<file path="config.mk">
export PLATFORM = sky130hd
export DESIGN_NAME = margin_calc
export DESIGN_NICKNAME = d
export VERILOG_FILES = /design/src/rtl/margin_calc.sv
export SDC_FILE = /design/constraint.sdc
export NUM_CORES = 2
export LEC_CHECK = 0
export CELL_PAD_IN_SITES_DETAIL_PLACEMENT = 1
export CELL_PAD_IN_SITES_GLOBAL_PLACEMENT = 1
export CORE_AREA = 10 10 314 316
export DETAILED_ROUTE_END_ITERATION = 10
export DIE_AREA = 0 0 324 326
export PLACE_DENSITY = 0.75
export SLEW_MARGIN = 10
export SYNTH_ARGS = -nofsm -noshare
export SYNTH_HDL_FRONTEND = slang
export SYNTH_SLANG_ARGS = --single-unit
</file>
<file path="constraint.sdc">
create_clock -name clk -period 39.9 [get_ports clk]
set_input_delay 7.98 -clock clk [delete_from_list [all_inputs] [get_ports clk]]
set_output_delay 7.98 -clock clk [all_outputs]
set_load 0.005 [all_outputs]
</file>
<file path="src/rtl/margin_calc.sv">
// rtl/margin_calc.sv - per-row top-1 minus top-2 class-score margin with credit-controlled output FIFO
module margin_calc #(
  parameter int N_SAMPLES  = 10240,
  parameter int N_LANES    = 16,
  parameter int ROW_STRIDE = 32,
  parameter int FIFO_DEPTH = 4
) (
  input  logic         clk,
  input  logic         rst,
  input  logic         start,
  output logic         ready,
  output logic         done,
  output logic         mem_en,
  output logic [31:0]  mem_addr,
  input  logic [255:0] mem_dout,
  output logic         m_valid,
  input  logic         m_ready,
  output logic [15:0]  m_margin,
  output logic [15:0]  m_index,
  output logic         m_last
);

  localparam logic [1:0] S_IDLE  = 2'd0;
  localparam logic [1:0] S_RUN   = 2'd1;
  localparam logic [1:0] S_DRAIN = 2'd2;
  localparam logic [1:0] S_DONE  = 2'd3;

  localparam int PW = (FIFO_DEPTH > 1) ? $clog2(FIFO_DEPTH) : 1;
  localparam int CW = $clog2(FIFO_DEPTH + 1);

  logic [1:0]     state;
  logic [31:0]    rd_idx;
  logic [15:0]    wr_idx;
  logic           v0;
  logic           v1;
  logic [255:0]   row_q;
  logic [15:0]    top1;
  logic [15:0]    top2;
  logic [15:0]    lane;
  logic [15:0]    fifo_margin [FIFO_DEPTH];
  logic [15:0]    fifo_index  [FIFO_DEPTH];
  logic [PW-1:0]  wr_ptr;
  logic [PW-1:0]  rd_ptr;
  logic [CW-1:0]  count;
  logic [31:0]    used;
  logic           fifo_wr;
  logic           fifo_rd;

  // Credits: stored entries plus reads still travelling through the BRAM and capture stages
  assign used     = 32'(count) + 32'(v0) + 32'(v1);
  assign mem_en   = (state == S_RUN) && (used < 32'(FIFO_DEPTH));
  assign mem_addr = rd_idx * 32'(ROW_STRIDE);
  assign ready    = (state == S_IDLE);
  assign done     = (state == S_DONE);

  assign fifo_wr  = v1;
  assign fifo_rd  = m_valid & m_ready;
  assign m_valid  = (count != '0);
  assign m_margin = m_valid ? fifo_margin[rd_ptr] : 16'd0;
  assign m_index  = m_valid ? fifo_index[rd_ptr] : 16'd0;
  assign m_last   = m_valid && (m_index == 16'(N_SAMPLES - 1));

  // Run control: IDLE -> RUN on start, RUN -> DRAIN after the last read, DRAIN -> DONE on the last handshake
  always_ff @(posedge clk or posedge rst) begin
    if (rst) begin
      state  <= S_IDLE;
      rd_idx <= 32'd0;
    end else begin
      case (state)
        S_IDLE: if (start) state <= S_RUN;
        S_RUN: begin
          if (mem_en) begin
            rd_idx <= rd_idx + 32'd1;
            if (rd_idx == 32'(N_SAMPLES - 1)) state <= S_DRAIN;
          end
        end
        S_DRAIN: if (fifo_rd && m_last) state <= S_DONE;
        S_DONE: begin
          state  <= S_IDLE;
          rd_idx <= 32'd0;
        end
        default: state <= S_IDLE;
      endcase
    end
  end

  // Read pipeline: v0 marks BRAM data valid this cycle, v1 marks the captured row
  always_ff @(posedge clk or posedge rst) begin
    if (rst) begin
      v0    <= 1'b0;
      v1    <= 1'b0;
      row_q <= '0;
    end else begin
      v0 <= mem_en;
      v1 <= v0;
      if (v0) row_q <= mem_dout;
    end
  end

  // Top-2 over the lane multiset; a value equal to the max still displaces the runner-up
  always_comb begin
    top1 = 16'd0;
    top2 = 16'd0;
    lane = 16'd0;
    for (int k = 0; k < N_LANES; k++) begin
      lane = row_q[16*k +: 16];
      if (lane > top1) begin
        top2 = top1;
        top1 = lane;
      end else if (lane > top2) begin
        top2 = lane;
      end
    end
  end

  // FIFO storage; contents need no reset because m_valid gates the read side
  always_ff @(posedge clk) begin
    if (fifo_wr) begin
      fifo_margin[wr_ptr] <= top1 - top2;
      fifo_index[wr_ptr]  <= wr_idx;
    end
  end

  // FIFO pointers, occupancy and output index counter
  always_ff @(posedge clk or posedge rst) begin
    if (rst) begin
      wr_ptr <= '0;
      rd_ptr <= '0;
      count  <= '0;
      wr_idx <= 16'd0;
    end else begin
      if (fifo_wr) begin
        wr_ptr <= (wr_ptr == PW'(FIFO_DEPTH - 1)) ? '0 : wr_ptr + 1'b1;
        wr_idx <= wr_idx + 16'd1;
      end
      if (fifo_rd) begin
        rd_ptr <= (rd_ptr == PW'(FIFO_DEPTH - 1)) ? '0 : rd_ptr + 1'b1;
      end
      case ({fifo_wr, fifo_rd})
        2'b10:   count <= count + 1'b1;
        2'b01:   count <= count - 1'b1;
        default: count <= count;
      endcase
      if (state == S_DONE) wr_idx <= 16'd0;
    end
  end

endmodule

</file>
==> results.json <==
{
  "nets": 5805,
  "residual_drc": 0,
  "design.portCount": 329,
  "critPathLaunchType": "flip-flop",
  "final-instance-count-excl-fill": 6326,
  "globalRoute.totalOverflow": 0,
  "detail_route.wirelength_um": 149000,
  "postSynthCellCount": 4221,
  "peakVddDrop_v": 0.0000373,
  "critical_path_cell_count": 233,
  "post_route_cells_drive_above_1_share_pct": 26.8,
  "grt_pass1_vias": 37426,
  "coreArea_sq_um": 92500,
  "actual_transition_at_the_worst_max_transition_pin_ns": 1.02,
  "critical_path.endpoint_type": "flip-flop",
  "p_per_area_nw_per_um2": 22.3,
  "number_of_flops_mapped_to_enable_cells_by_yosys": 128,
  "worstReg2RegStart": "row_q[31]",
  "synth.largest_area_cell": "sky130_fd_sc_hd__dfrtp_1",
  "finClkSkew_ns": 0.0464,
  "insertion_delay_ns": 0.68,
  "pin_count_of_the_biggest_net_entering_global_routing": 170,
  "cpLargestDelayFamily": "compound AO/OA/AOI/OAI gates",
  "dpl.cell_count": 6094,
  "dr.first_iter.drc_count": 2188,
  "post_synth_top_cells": "sky130_fd_sc_hd__ha_1 (468), sky130_fd_sc_hd__nand2_1 (466), sky130_fd_sc_hd__o21ai_0 (413), sky130_fd_sc_hd__nor2_1 (325), sky130_fd_sc_hd__dfrtp_1 (315)",
  "area_growth_pct": 34.8,
  "post-synth-top-count-cell": "sky130_fd_sc_hd__ha_1",
  "synth.cell_area_sq_um": 37600,
  "cts_made_buffers": 55,
  "synthesis.area_per_instance_sq_um": 8.90,
  "drt.antenna.violating_nets": 0,
  "critical_path.endpoint": "fifo_margin[0][15]",
  "r2r_cells": 233,
  "place.port_buffers": 323,
  "grt_setup_unrepaired": "true",
  "clkSinkCount": 443,
  "clock.fmax_mhz": 25.5,
  "post-route-min-period_ns": 39.14,
  "tritoncts_clock_tree": "built",
  "yosysSeqAreaShare_pct": 31.2,
  "initial_core_utilization_pct": 40.6,
  "detailed_placement_wirelength_estimate_um": 111000,
  "total_leakage_power_nw": 24.2,
  "critPathMaxStageDelay_ns": 0.43,
  "worst-endpoint-required_ns": 40.38,
  "critical_path_peak_fanout": 15,
  "final-hold-violation-count": 0,
  "routed_via_density": 5.77,
  "synth.area.top_cells": "sky130_fd_sc_hd__dfrtp_1 (21%), sky130_fd_sc_hd__ha_1 (16%), sky130_fd_sc_hd__edfxtp_1 (10%), sky130_fd_sc_hd__mux2_2 (6.6%), sky130_fd_sc_hd__o21ai_0 (5.5%)",
  "std_cell_rows": 112,
  "cp.arrival_ns": 39.63,
  "final_max_slew_viol_count": 0,
  "drtPass1Iterations": 5,
  "clk_root_buffer_cell": "sky130_fd_sc_hd__clkbuf_16",
  "fin_worst_hold_slack_ns": 0.522,
  "worst_hold_path_type": "reg2reg",
  "antenna_found_initial": 7,
  "n_fill_cell": 10517,
  "cell_with_the_biggest_individual_delay_on_the_critical_path": "sky130_fd_sc_hd__dfrtp_1",
  "portion_of_synthesized_cell_area_occupied_by_the_leading_cell_type_pct": 21.0,
  "htree_num_levels": 2,
  "dieArea_sq_um": 106000,
  "die_h_um": 326,
  "critical_path_startpoint": "row_q[31]",
  "detailed_route_via_count": 36481,
  "ff2ff_setup_slack_ns": 0.76,
  "maxCapViolCount": 0,
  "setup_viol_count_final": 0,
  "max-clock-path-buffers": 3,
  "yosys_most_used_dff": "sky130_fd_sc_hd__dfrtp_1",
  "critPathBufInv": 17,
  "netlist-cell-type-count": 107,
  "path_common_cell": "sky130_fd_sc_hd__a21o_1",
  "async_reset_ff_share_pct": 71.1,
  "timing.max_slew.rel_slack_pct": 32.0,
  "final_cycle_utilization_of_the_critical_path_pct": 98.1,
  "synth-seq-cells": 443,
  "groute.usage.overall_pct": 26.0,
  "grt_pass1_wl_um": 218000,
  "width_of_the_chip_um": 324,
  "worst-setup-path-type": "reg2reg",
  "cts.reportedPaths.clkPinSlew_ns": 0.07,
  "yosys_warnings": 0,
  "critical_register_to_register_path_endpoint": "fifo_margin[0][15]",
  "routabilityCongestion": 0.942,
  "status": "finished, final reports clean",
  "avgRoutedWirePerCell_um": 23.6
}
## repair_timing
action                                 CTS  global route
setup endpoints to repair               56            64
pin swaps                               24           205
setup buffers                           25            87
endpoints found under the hold margin    0             0
gates cloned                             1             8
hold buffers                             0             0
resized for setup                       70           392
## flip-flops by register name, summed over array words and instances (netlist names)
signal and count:
count 3, fifo_index 64, fifo_margin 64, fifo_wr 1
rd_idx 32, rd_ptr 2, row_q 256, state 2
v0 1, wr_idx 16, wr_ptr 2
## worst min path at each step
stage / start / cells past startpoint / end
global placement: count[2] / 1 / count[2]
global route: count[2] / 1 / count[2]
finish: count[2] / 1 / count[2]
CTS: count[2] / 1 / count[2]
detailed placement: count[2] / 1 / count[2]
floorplan: v0 / 0 / fifo_wr
## placed cells by master (no fill, tap or decap), types with 62 or more instances in the layout
cell type | Yosys | routed
sky130_fd_sc_hd__buf_4 | 32 | 633
sky130_fd_sc_hd__nand2_1 | 466 | 458
sky130_fd_sc_hd__ha_1 | 468 | 436
sky130_fd_sc_hd__o21ai_0 | 413 | 340
sky130_fd_sc_hd__clkdlybuf4s50_1 | 0 | 323
sky130_fd_sc_hd__dfrtp_1 | 315 | 312
sky130_fd_sc_hd__nor2_1 | 325 | 300
sky130_fd_sc_hd__inv_1 | 280 | 272
sky130_fd_sc_hd__a21oi_1 | 291 | 223
sky130_fd_sc_hd__mux2_2 | 221 | 200
sky130_fd_sc_hd__edfxtp_1 | 128 | 128
sky130_fd_sc_hd__mux2i_1 | 129 | 106
sky130_fd_sc_hd__a21o_1 | 92 | 92
sky130_fd_sc_hd__nand4_1 | 91 | 91
sky130_fd_sc_hd__a21oi_2 | 1 | 68
sky130_fd_sc_hd__nor2b_1 | 65 | 62
## routing by layer
metal | global-route usage, % | share of wire [%]
met5 | 0 | 0
met4 | 8.61 | 4.4
met3 | 3.15 | 4.3
met2 | 44.5 | 48
met1 | 33.5 | 43
## final cells by class
class	count	area, sq um	share of cell area, %
flip-flops and latches	443	11700	23.2
inverters	280	1060	2.09
clock buffers	70	1490	2.95
multi-input cells	3288	25700	50.8
clock inverters	34	428	0.845
diodes	7	17.5	0.0346
well taps	1197	1500	2.96
repair buffers	1007	8720	17.2
## through the flow
stage | power, mW | util (%) | setup slack, ns | TNS [ns] | instance area, sq um
after floorplan | 0.532 | - | 0.00631 | 0 | 37700
after global placement | 0.598 | 49.6 | -0.358 | -1.67 | 45800
after detailed placement | 0.602 | 49.6 | -2.32 | -50.58 | 45800
after CTS | 1.14 | 52.1 | 0.0000746 | 0 | 48200
after global routing | 1.17 | 54.8 | -1.25 | -21.36 | 50700
final | 1.13 | 54.8 | 0.758 | 0 | 50700
## power breakdown
part           switching, mW  internal, mW
Sequential            0.0102         0.468
Combinational         0.0474        0.0673
Clock                  0.229         0.307
Total                  0.287         0.843
## cell families (layout without fill, tap and decap cells)
logic type | after synthesis | after routing | share of synthesized area, %
compound gates | 1111 | 1112 | 18.4
xor+xnor | 72 | 72 | 1.68
fa+ha+maj | 477 | 477 | 15.9
buf+inv | 495 | 1391 | 5.31
flops | 443 | 443 | 31.2
mux | 390 | 390 | 12.2
other cells | 1 | 12 | 0.00998
simple gates | 1232 | 1232 | 15.3
Note: power is estimated with default switching activity, not from simulation.
